===== config.mk =====
export PLATFORM = sky130hd
export DESIGN_NAME = led_sequencer
export DESIGN_NICKNAME = d
export VERILOG_FILES = /design/src/rtl/led_seq_pkg.sv /design/src/rtl/btn_debounce.sv /design/src/rtl/led_sequencer.sv
export SDC_FILE = /design/constraint.sdc
export NUM_CORES = 1
export LEC_CHECK = 0
export CAP_MARGIN = 10
export CORE_MARGIN = 10
export CORE_UTILIZATION = 59
export DETAILED_ROUTE_END_ITERATION = 10
export HOLD_SLACK_MARGIN = 0.08
export PLACE_DENSITY = 0.87
export SKIP_CTS_REPAIR_TIMING = 1
export SYNTH_ARGS = -nofsm -noshare
export SYNTH_HDL_FRONTEND = slang
export SYNTH_HIERARCHICAL = 1
export SYNTH_SLANG_ARGS = --single-unit

===== constraint.sdc =====
create_clock -name clk -period 4.4 [get_ports clk]
set_clock_uncertainty 0.1 [all_clocks]
set_input_delay 0.66 -clock clk [delete_from_list [all_inputs] [get_ports clk]]
set_output_delay 0.66 -clock clk [all_outputs]
set_load 0.05 [all_outputs]

===== src/rtl/led_seq_pkg.sv =====
// Shared types and constants for the LED sequencer: mode encodings, PWM width
// and the logical RGB bundle.
package led_seq_pkg;

  localparam int PWM_W = 8;
  localparam logic [PWM_W-1:0] PWM_MAX = '1;

  typedef enum logic [1:0] {
    MODE_OFF     = 2'd0,
    MODE_BLINK   = 2'd1,
    MODE_BREATHE = 2'd2,
    MODE_CYCLE   = 2'd3
  } mode_e;

  typedef enum logic [1:0] {
    COLOR_R = 2'd0,
    COLOR_G = 2'd1,
    COLOR_B = 2'd2
  } color_e;

  typedef struct packed {
    logic r;
    logic g;
    logic b;
  } rgb_t;

  localparam rgb_t RGB_OFF = '{r: 1'b0, g: 1'b0, b: 1'b0};

  function automatic mode_e next_mode(input mode_e m);
    unique case (m)
      MODE_OFF:     return MODE_BLINK;
      MODE_BLINK:   return MODE_BREATHE;
      MODE_BREATHE: return MODE_CYCLE;
      default:      return MODE_OFF;
    endcase
  endfunction

  function automatic color_e next_color(input color_e c);
    return (c == COLOR_B) ? COLOR_R : color_e'(c + 2'd1);
  endfunction

endpackage


===== src/rtl/btn_debounce.sv =====
// Button front end: 2-flop synchronizer, tick-based debouncer and a one-cycle
// press strobe on the debounced released->pressed transition (btn is active-low).
module btn_debounce #(
  parameter int DEBOUNCE_TICKS = 20
) (
  input  logic clk,
  input  logic reset,
  input  logic i_tick,
  input  logic i_btn,
  output logic o_press
);

  localparam int CNT_W = (DEBOUNCE_TICKS > 1) ? $clog2(DEBOUNCE_TICKS) : 1;
  localparam logic [CNT_W-1:0] CNT_LAST = CNT_W'(DEBOUNCE_TICKS - 1);

  logic             r_sync1;
  logic             r_sync2;
  logic             r_state;
  logic             r_press;
  logic [CNT_W-1:0] r_cnt;

  // NOTE: every flop here is state, so all updates use <= to avoid ordering races.
  always_ff @(posedge clk) begin
    if (reset) begin
      // NOTE: synchronizer and debounced state reset to 1 (released) so no press is faked.
      r_sync1 <= 1'b1;
      r_sync2 <= 1'b1;
      r_state <= 1'b1;
      r_press <= 1'b0;
      r_cnt   <= '0;
    end else begin
      r_sync1 <= i_btn;
      r_sync2 <= r_sync1;
      r_press <= 1'b0;
      if (i_tick) begin
        if (r_sync2 == r_state) begin
          r_cnt <= '0;
        end else if (r_cnt == CNT_LAST) begin
          r_state <= r_sync2;
          r_cnt   <= '0;
          r_press <= ~r_sync2;
        end else begin
          r_cnt <= r_cnt + 1'b1;
        end
      end
    end
  end

  assign o_press = r_press;

endmodule


===== src/rtl/led_sequencer.sv =====
// RGB LED sequencer: tick prescaler, button-driven mode FSM (OFF/BLINK/BREATHE/
// CYCLE) and an 8-bit PWM, with registered polarity-corrected LED pins.
module led_sequencer
  import led_seq_pkg::*;
#(
  parameter int TICK_DIV       = 48000,
  parameter int DEBOUNCE_TICKS = 20,
  parameter int BLINK_TICKS    = 500,
  parameter int CYCLE_TICKS    = 1000,
  parameter bit LED_ACTIVE_LOW = 1'b1
) (
  input  logic       clk,
  input  logic       reset,
  input  logic       btn,
  output logic       r,
  output logic       g,
  output logic       b,
  output logic [1:0] mode,
  output logic       tick
);

  localparam int PRESC_W   = (TICK_DIV > 1) ? $clog2(TICK_DIV) : 1;
  localparam int PHASE_MAX = (BLINK_TICKS > CYCLE_TICKS) ? BLINK_TICKS : CYCLE_TICKS;
  localparam int PHASE_W   = (PHASE_MAX > 1) ? $clog2(PHASE_MAX) : 1;

  localparam logic [PRESC_W-1:0] PRESC_LAST = PRESC_W'(TICK_DIV - 1);
  localparam logic [PHASE_W-1:0] BLINK_LAST = PHASE_W'(BLINK_TICKS - 1);
  localparam logic [PHASE_W-1:0] CYCLE_LAST = PHASE_W'(CYCLE_TICKS - 1);
  localparam rgb_t               PIN_OFF    = {3{LED_ACTIVE_LOW}};

  logic [PRESC_W-1:0] r_presc;
  logic               w_tick;
  logic               w_press;

  mode_e              r_mode;
  logic [PHASE_W-1:0] r_phase;
  logic               r_blink_off;
  logic [PWM_W-1:0]   r_level;
  logic               r_level_up;
  color_e             r_color;
  logic [PWM_W-1:0]   r_pwm;

  rgb_t               w_led;
  rgb_t               r_pin;

  assign w_tick = (r_presc == PRESC_LAST);

  always_ff @(posedge clk) begin
    if (reset || w_tick) begin
      r_presc <= '0;
    end else begin
      r_presc <= r_presc + 1'b1;
    end
  end

  btn_debounce #(
    .DEBOUNCE_TICKS (DEBOUNCE_TICKS)
  ) u_btn_debounce (
    .clk     (clk),
    .reset   (reset),
    .i_tick  (w_tick),
    .i_btn   (btn),
    .o_press (w_press)
  );

  // A press always wins over a coincident tick: the new mode starts from a clean phase.
  always_ff @(posedge clk) begin
    if (reset || w_press) begin
      r_mode      <= reset ? MODE_OFF : next_mode(r_mode);
      r_phase     <= '0;
      r_blink_off <= 1'b0;
      r_level     <= '0;
      r_level_up  <= 1'b1;
      r_color     <= COLOR_R;
    end else if (w_tick) begin
      unique case (r_mode)
        MODE_BLINK: begin
          if (r_phase == BLINK_LAST) begin
            r_phase     <= '0;
            r_blink_off <= ~r_blink_off;
          end else begin
            r_phase <= r_phase + 1'b1;
          end
        end
        MODE_BREATHE: begin
          if (r_level_up) begin
            r_level <= r_level + 1'b1;
            if (r_level == PWM_MAX - 1'b1) r_level_up <= 1'b0;
          end else begin
            r_level <= r_level - 1'b1;
            if (r_level == PWM_W'(1)) r_level_up <= 1'b1;
          end
        end
        MODE_CYCLE: begin
          if (r_phase == CYCLE_LAST) begin
            r_phase <= '0;
            r_color <= next_color(r_color);
          end else begin
            r_phase <= r_phase + 1'b1;
          end
        end
        default: ;
      endcase
    end
  end

  always_ff @(posedge clk) begin
    if (reset) begin
      r_pwm <= '0;
    end else begin
      r_pwm <= r_pwm + 1'b1;
    end
  end

  always_comb begin
    // NOTE: default first so every path assigns w_led and no latch is inferred.
    w_led = RGB_OFF;
    unique case (r_mode)
      MODE_OFF:     w_led = RGB_OFF;
      MODE_BLINK:   w_led = '{r: ~r_blink_off, g: ~r_blink_off, b: ~r_blink_off};
      MODE_BREATHE: w_led.g = (r_pwm < r_level);
      MODE_CYCLE:   w_led = '{r: (r_color == COLOR_R), g: (r_color == COLOR_G),
                              b: (r_color == COLOR_B)};
      default:      w_led = RGB_OFF;
    endcase
  end

  always_ff @(posedge clk) begin
    if (reset) begin
      r_pin <= PIN_OFF;
    end else begin
      r_pin <= w_led ^ PIN_OFF;
    end
  end

  assign r    = r_pin.r;
  assign g    = r_pin.g;
  assign b    = r_pin.b;
  assign mode = r_mode;
  assign tick = w_tick;

endmodule


==> Word level (Yosys, flattened, before mapping) <==
Index checks and enable logic that the tools add are counted.
Widths: inputs -> output; s select.
{ "word_totals": {"reg_bits": 60, "input_bits": 3, "output_inout_bits": 6, "elab_cells": 67} }
{ "op_classes": {"add_sub_neg": 7, "order_cmp": 1, "eq_ne": 12, "mux": 14, "n_bitwise": 6, "n_reduce_logical": 11} }
{ "ops": {"columns": ["cell", "n"], "rows": [
  ["$mux 10", 2],
  ["$pmux 10 s2", 1],
  ["$add 16x1->16 const B", 1],
  ["$add 8x1->8 const B", 2],
  ["$eq 16x16->1 const B", 1],
  ["$add 10x1->10 const B", 1],
  ["$eq 10x10->1 const B", 1],
  ["$eq 10x9->1 const B", 1],
  ["$mux 5", 2],
  ["$reduce_and 3->1", 3],
  ["$eq 8x1->1 const B", 1],
  ["$eq 8x8->1 const B", 1],
  ["$lt 8x8->1", 1],
  ["$mux 8", 1],
  ["$sub 8x1->8 const B", 1],
  ["$eq 2x2->1 const B", 3],
  ["$pmux 2 s3", 1],
  ["$add 5x1->5 const B", 1],
  ["$eq 5x5->1 const B", 1],
  ["$not 1->1", 5],
  ["$eq 2x1->1 const B", 2],
  ["$logic_not 2->1", 2],
  ["$pmux 1 s2", 2],
  ["$pmux 1 s4", 1],
  ["other kinds (9)", 13]
]} }

==> Longest topological paths before layout <==
{ "logic_depth": {"depth_word": 3, "ltp_mapped": 7, "mapped_depth_nobuf": 7} }

==> Modules after synthesis <==
The synthesis kept the hierarchy.
{ "by_module_without_submodules": {"columns": ["mod", "n_inst", "cells_per_inst", "area_per_inst_um2", "seq_area_each_um2"], "rows": [
  ["led_sequencer", 1, 304, 2656.3, 1041.0],
  ["btn_debounce", 1, 42, 425.4, 180.2]
]} }

==> Worst setup path after synthesis <==
No wires, ideal clock.
{ "synth_path": {"kind": "reg-to-reg", "from": "register r_presc[0]", "to": "register r_phase[5]", "setup_time_ns": 0.070, "arrival_ns": 3.248, "t_required_ns": 4.230, "path_slack_ns": 0.982, "path_stages_with_launch": 7, "path_buffers": 0, "period_less_slack_ns": 3.418, "path_cell_list": "dfxtp_1 ha_1 nand4_2 nor4_2 o21ai_1 or3_1 a21oi_1"} }
{ "synth_via": {"elab_chain_cells": 2} }
{ "synth_lines": {"columns": ["item", "line_no", "rtl"], "rows": [
  ["from (decl)", "led_sequencer.sv:31", "logic [PRESC_W-1:0] r_presc;"],
  ["from (signal assigned)", "led_sequencer.sv:52", "r_presc <= r_presc + 1'b1;"],
  ["$eq 16x16->1", "led_sequencer.sv:46", "assign w_tick = (r_presc == PRESC_LAST);"],
  ["via tick", "led_sequencer.sv:19", "output logic tick"],
  ["$reduce_and 2->1 (no source line)", null, null],
  ["to (signal assigned)", "led_sequencer.sv:82", "r_phase <= r_phase + 1'b1;"],
  ["to (signal assigned)", "led_sequencer.sv:99", "r_phase <= r_phase + 1'b1;"],
  ["to (decl)", "led_sequencer.sv:36", "logic [PHASE_W-1:0] r_phase;"]
]} }
The timed path passes the listed nets, and every way through them passes these cells.
A chain may end at the register's enable or synchronous reset.

==> Final worst setup path <==
{ "layout_path": {"from": "register r_presc[0]", "to": "output tick"} }
{ "layout_via": {"elab_chain_cells": 1} }
{ "layout_lines": {"columns": ["item", "line_no"], "rows": [
  ["$eq 16x16->1", "led_sequencer.sv:46"],
  ["to (decl)", "led_sequencer.sv:19"]
]} }
Every way passes these cells.

==> impl_summary.txt <==
----------------------------------------------------
[STA]
  Worst slew margin relative to its limit ... 37.20%
  Final setup fails ... 0
  Minimum hold slack ... 0.3113 ns
  Number of max-slew violations in the final report ... 0
  Worst slew pin tran ... 0.9363 ns
  Worst Setup Slack, final ... 1.071 ns
  Clock period minus worst slack ... 3.329 ns
  Crit share post-route ... 75.66%
  FMAX ... 300.4 MHz
  Setup total negative slack ... 0 ns
  Setup repair after global routing missed its margin ... no
  Hold Violations, Final ... 0

[Placed design]
  DP Worst Slack ... 1.382 ns
  Detailed placer's ending HPWL ... 4156 um
  Weighted congestion at the end of routability-driven global placement ... 0.8305
  Buffers on Ports ... 8

[Pwr]
  Switching share of power ... 24.14%
  Total internal power ... 796.9 uW
  Net switching component of the power ... 253.7 uW
  Power Density ... 310.5 mW/mm2
  Total leakage power ... 1.225 nW
  Share of total power in sequential cells ... 53.6%
  Maximum VDD drop ... 0.1873 mV
  Clock power share ... 40.4%
  Combinational share of power ... 6.0%
  Total chip power ... 1.051 mW

[Finish]
  Diodes inserted ... 0
  Number of nets at the end of the flow ... 380
  Flip-flop and latch area ... 0.001221 mm2
  Total area of multi-input combinational cells ... 0.001757 mm2
  Area growth, synth to finish ... 9.785%
  Fill cell instance count of the final layout ... 410
  Fraction of layout instances using a drive strength above 1 ... 6.630%

[Synthesis]
  Cells after synthesis ... 346
  Count of distinct cell types in the synthesized netlist ... 56
  Cell with the most instances after synthesis ... sky130_fd_sc_hd__dfxtp_1
  Most frequent cells after synthesis ... sky130_fd_sc_hd__dfxtp_1, sky130_fd_sc_hd__nor2_1, sky130_fd_sc_hd__nand3_1
  Cell Area, Synth ... 0.003082 mm2
  Post-Synthesis Net Count ... 369
  Post-synth EDFFs ... 2
  Primary FF master, synth ... sky130_fd_sc_hd__dfxtp_1
  Warning count from the yosys run ... 6
  Largest area contributor in the netlist ... sky130_fd_sc_hd__dfxtp_1
  Number of flip-flops and latches in the synthesized netlist ... 60
  Share of the synthesized area in the top cell type ... 37.68%
  Top cells by area in the synthesized netlist ... sky130_fd_sc_hd__dfxtp_1, sky130_fd_sc_hd__ha_1, sky130_fd_sc_hd__nor2_1, sky130_fd_sc_hd__nand3_1, sky130_fd_sc_hd__xor2_1
  Mapped Avg Cell Area ... 8.907 um2
  Share of flip-flops with an asynchronous set or reset ... 0%
  Post-synthesis sequential area ratio ... 39.63%

[Detailed routing]
  Number of iterations in the first detailed-routing pass ... 4
  Average detailed-routed wire length per instance ... 14.25 um
  Iter 0 DRT Violations ... 151
  Highest metal used ... met4
  Routed met3 length ... 255 um
  DRC ... 0
  Routed wl met2 ... 2955 um
  Overall routed net length ... 6155 um
  Number of antenna-violating nets in the routed design ... 0
  Drt via density ... 5.843
  Met1 routed wirelength after detailed routing ... 2800 um
  Via Count ... 2524

[Floorplanning]
  Core Box Area ... 0.005075 mm2
  Initial core utilization ... 60.72%
  Height of the chip ... 92.27 um
  Total die area ... 0.008514 mm2
  I/O pin count ... 9
  Width of the die ... 92.27 um
  Cell row count ... 26

[GRT]
  Global-route wire length before repair ... 10710 um
  Antenna violations before repair ... 0
  Gr ovfl total ... 0
  GRT Overall Usage ... 15.09%
  Largest net degree at the start of global routing ... 27
  Via count of the first global-routing pass ... 2446

[Critical path]
  R2r startpoint ... mode[0]
  Kind of launch point of the worst setup path ... flip-flop
  CP Cell Sequence ... ha_1 > nand4_2 > nor4_2 > buf_4 > clkdlybuf4s50_1
  Max stage delay cell, worst path ... sky130_fd_sc_hd__clkdlybuf4s50_1
  Worst path arrival time ... 2.57 ns
  Largest delay share family, worst path ... buffers and inverters
  Setup slack on the worst flop-to-flop path ... 1.33 ns
  CP bufs+invs ... 2
  Type of destination of the critical path ... output port
  CP max FO ... 23
  Path type of the worst setup path ... flip-flop to output port
  Path depth of the worst reg2reg path ... 6
  Data required, critical path ... 3.64 ns
  Crit path largest cell delay ... 0.85 ns
  Cell count along the critical path ... 5
  Crit Reg-Reg Endpoint ... r_phase[6]

[Clocking]
  CTS Root Buffer Type ... sky130_fd_sc_hd__clkbuf_8
  Depth of the CTS H-tree ... 3
  CTS tree ... yes
  Clock sinks ... 60
  Number of buffers added by the clock tree synthesis step ... 9
  Insertion delay of the later-clocked pin in the worst-skew pair ... 0.35 ns
  Clock slew at reported path FFs ... 0.06 ns
  Max Root-Sink Buffers ... 2

[Min path]
  Path type of the worst min-delay path ... flip-flop to flip-flop
  Critical hold path startpoint ... u_btn_debounce/r_sync1
  Hold path cells ... 1
  End point of the worst hold path ... u_btn_debounce/r_sync2

[Run]
  Max-cap check violation count ... 0

[Outcome]
  Status ... finished, final reports clean

----------------------------------------------------
## flip-flops by register name, indices dropped and copies added, names as in the netlist, 2 cells and up
signal,flops
mode,2
r_phase,10
r_level,8
r_color,2
r_presc,16
r_pwm,8
u_btn_debounce/r_cnt,5
## cell usage in the layout (no fill, tap or decap), types with 3 or more instances in the layout
cell / count
sky130_fd_sc_hd__nand4bb_1: 3
sky130_fd_sc_hd__clkdlybuf4s50_1: 8
sky130_fd_sc_hd__xor2_1: 16
sky130_fd_sc_hd__nand4b_1: 4
sky130_fd_sc_hd__nand2b_1: 5
sky130_fd_sc_hd__clkbuf_8: 10
sky130_fd_sc_hd__nor2b_1: 8
sky130_fd_sc_hd__nand3_1: 29
sky130_fd_sc_hd__or4_1: 4
sky130_fd_sc_hd__a21oi_1: 11
sky130_fd_sc_hd__and3_1: 9
sky130_fd_sc_hd__clkbuf_1: 4
sky130_fd_sc_hd__or2_2: 3
sky130_fd_sc_hd__nor3_1: 6
sky130_fd_sc_hd__o21ai_0: 8
sky130_fd_sc_hd__or3_1: 5
sky130_fd_sc_hd__xnor2_1: 15
sky130_fd_sc_hd__o41ai_1: 5
sky130_fd_sc_hd__dfxtp_1: 58
sky130_fd_sc_hd__a31oi_1: 5
sky130_fd_sc_hd__ha_1: 20
sky130_fd_sc_hd__o32ai_1: 3
sky130_fd_sc_hd__inv_1: 16
sky130_fd_sc_hd__nor2_1: 48
sky130_fd_sc_hd__o211ai_1: 5
sky130_fd_sc_hd__nand2_1: 11
sky130_fd_sc_hd__nand4_1: 6
## kinds of logic (layout without fill, tap and decap cells)
family | Yosys count | in the layout | share of synthesized area (%)
compound gates | 50 | 50 | 11.00
simple gates | 158 | 158 | 28.75
mux | 1 | 1 | 0.3248
fa+ha+maj | 20 | 20 | 8.120
xor+xnor | 31 | 31 | 8.810
buf+inv | 26 | 42 | 3.370
flops | 60 | 60 | 39.63
## per-stage QoR
stage / area (um2) / cells / util (%)
6_report: 3383 / 432 / 66.67
5_1_grt: 3383 / 432 / 66.67
4_1_cts: 3383 / 432 / 66.67
3_5_place_dp: 3221 / 416 / 63.46
3_3_place_gp: 3221 / 416 / 63.46
2_1_floorplan: 3082 / 346 / -
## metal layers
metal | GRT usage, % | up-vias
met5 | 0 | -
met2 | 25.59 | 54
li1 | - | 1268
met1 | 16.85 | 1187
met3 | 4.401 | 15
met4 | 7.584 | 0
## cell type report
cell class	instances	area share [%]
clock inverter	2	0.2959
inverter	16	1.775
multi-input combinational	260	51.92
tap	70	2.589
clock buffer	14	4.512
timing repair buffer	10	2.811
sequential	60	36.09
## how the worst max path moves through the flow
stage / slack, ns / endpoint / startpoint
global route: 0.92 / tick / r_presc[0]
global placement: 1.45 / r_phase[6] / mode[0]
floorplan: 0.98 / r_phase[5] / r_presc[0]
finish: 1.07 / tick / r_presc[0]
CTS: 1.07 / tick / r_presc[0]
detailed placement: 1.38 / r_phase[6] / mode[0]
## power groups by stage
stage                     clock network [mW]  registers, mW  logic (mW)
after floorplan                            0          0.586      0.0334
after global placement                     0          0.575      0.0614
after detailed placement                   0          0.576      0.0629
after CTS                              0.429          0.563      0.0635
after global routing                   0.458          0.564      0.0693
final                                  0.424          0.563      0.0631
Note: power is estimated with default switching activity, not from simulation.
==> RTL edit: new RTL, same settings <==
`LED_ACTIVE_LOW`: 1'b1 -> 1'b0.
--- a/src/rtl/led_sequencer.sv
+++ b/src/rtl/led_sequencer.sv
@@ -9,3 +9,3 @@
   parameter int CYCLE_TICKS    = 1000,
-  parameter bit LED_ACTIVE_LOW = 1'b1
+  parameter bit LED_ACTIVE_LOW = 1'b0
 ) (
Behaviour: not the same (Yosys sat finds a counterexample within 4 cycles, from zero or initial values and one cycle with reset high).
==> RTL edit against the unedited design <==
- setup slack improved by 0.22 ns
- power is 2.7% higher
- largest cell class unchanged
- routed wire length fell by 7.0%
- cell count shrank 0.23%
- sequential cell count stayed put
- design area shrank 1.1%
- non-clock buffer count unchanged
- hold slack got worse by 0.0021 ns
- area after synthesis down 1.7%
==> RTL edit: results (changes against the unedited design) <==
- The maximum net fanout on the critical path was 3 (was 23).
- The synthesized instance count came to 347 (was 346).
- The CTS root buffer is sky130_fd_sc_hd__clkbuf_8 (unchanged).
- The wire length of the first global-routing pass is 10600 um (was 10700 um).
- The terminus of the critical flop-to-flop path is r_phase[7] (was r_phase[6]).
- The final weighted congestion of routability-driven global placement was 0.839 (was 0.831).
- The number of nets in the layout is 379 (was 380).
- The filler-free cell count of the finished design was 431 (was 432).
- The clock latency at the later pin of the worst-skew pair is 0.33 ns (was 0.35 ns).
- The aggregate global-route resource usage is 14.9% (was 15.1%).
- The cell total after placement is 415 (was 416).
- The register-to-register path setup slack was 1.83 ns (was 1.33 ns).
- The ratio of cells with drive above 1 in the final layout is 7.48% (was 6.63%).
- The via-per-instance ratio is 5.74 (was 5.84).
- The final worst hold slack is 0.309 ns (was 0.311 ns).
- The post-detailed-placement half-perimeter wirelength is 3930 um (was 4160 um).
- The count of filler cells inserted in the layout is 395 (was 410).
- Leading post-synthesis cells by instance count: 58 x sky130_fd_sc_hd__dfxtp_1, 36 x sky130_fd_sc_hd__nor2_1, 30 x sky130_fd_sc_hd__nand3_1 (was 58 x sky130_fd_sc_hd__dfxtp_1, 48 x sky130_fd_sc_hd__nor2_1, 29 x sky130_fd_sc_hd__nand3_1).
- The number of global-route vias before repair is 2382 (was 2446).
- The critical path arrival is 2.35 ns (was 2.57 ns).
- The wire length reported by the detailed router was 5730 um (was 6160 um).
- The worst slack at placement is 1.20 ns (was 1.38 ns).
- The sequential share of the synthesized area was 40.3% (was 39.6%).
- The worst voltage drop across the vdd grid is 217 uV (was 187 uV).
- The maximum number of pins on one net before global-route repair is 28 (was 27).
- The time the final worst path needs with I/O delays and setup is 3.11 ns (was 3.33 ns).
- The total number of H-tree levels is 3 (unchanged).
- Most area-consuming cells after synthesis: sky130_fd_sc_hd__dfxtp_1 38%, sky130_fd_sc_hd__ha_1 8.3%, sky130_fd_sc_hd__nand3_1 5.0% (was sky130_fd_sc_hd__dfxtp_1 38%, sky130_fd_sc_hd__ha_1 8.1%, sky130_fd_sc_hd__nor2_1 5.8%).
- Status: finished clean (unchanged).
- The net count after synthesis is 370 (was 369).
- The worst slew margin relative to its limit is 51.8% (was 37.2%).
- The detailed router's first-iteration violation count was 206 (was 151).
[RTL edit: cell types whose count changed in the layout (fill, tap and decap cells not counted), sizes merged, moves of 4 or more]
cell    unedited run  this run
nand2             11        23
nor2              48        36
a21oi             11        18
o21ai              9        16
nor2b              8         4
o211ai             5         1
o22ai              0         4
o41ai              5         1
or3                5         9
[RTL edit: kinds of logic (layout without fill, tap and decap cells)]
family          count (synthesis)  count (layout)  share of synthesized area [%]
flops                          60              60                           40.3
buf+inv                        28              42                           3.76
compound gates                 54              54                           10.9
fa+ha+maj                      20              20                           8.26
xor+xnor                       29              29                           8.39
simple gates                  156             156                           28.4
[RTL edit: area by class of cell]
cell class	count	area [um2]	area share (%)
clock buffer	12	165	4.94
inverter	16	60.1	1.80
timing repair buffer	10	95.1	2.84
multi-input combinational	259	1690	50.6
clock inverter	4	22.5	0.673
tap	70	87.6	2.62
sequential	60	1220	36.5
[RTL edit: worst max-delay path by stage]
stage	startpoint	to	slack (ns)
2_1_floorplan	r_presc[10]	u_btn_debounce/r_cnt[4]	2.13
3_3_place_gp	reset	r_phase[4]	1.27
3_5_place_dp	reset	r_phase[5]	1.20
4_1_cts	r_presc[10]	tick	1.26
5_1_grt	r_presc[10]	tick	1.22
6_report	r_presc[10]	tick	1.29
[RTL edit: layer usage]
layer	global-route usage (%)	share of wire (%)	wire, um
met5	0	0	0
met3	3.34	3.7	214
met2	24.6	49	2820
met4	9.66	2.0	117
met1	17.0	45	2580
[RTL edit: report_power, final]
| group | internal, mW | switching, mW |
|---|---|---|
| clock network | 0.247 | 0.208 |
| logic | 0.0212 | 0.0390 |
| registers | 0.556 | 0.00781 |
| total | 0.824 | 0.255 |
[RTL edit: metrics by stage]
stage | power (mW) | area [um2]
6_report | 1.08 | 3350
5_1_grt | 1.12 | 3350
4_1_cts | 1.09 | 3350
3_5_place_dp | 0.636 | 3160
3_3_place_gp | 0.633 | 3160
2_1_floorplan | 0.618 | 3030
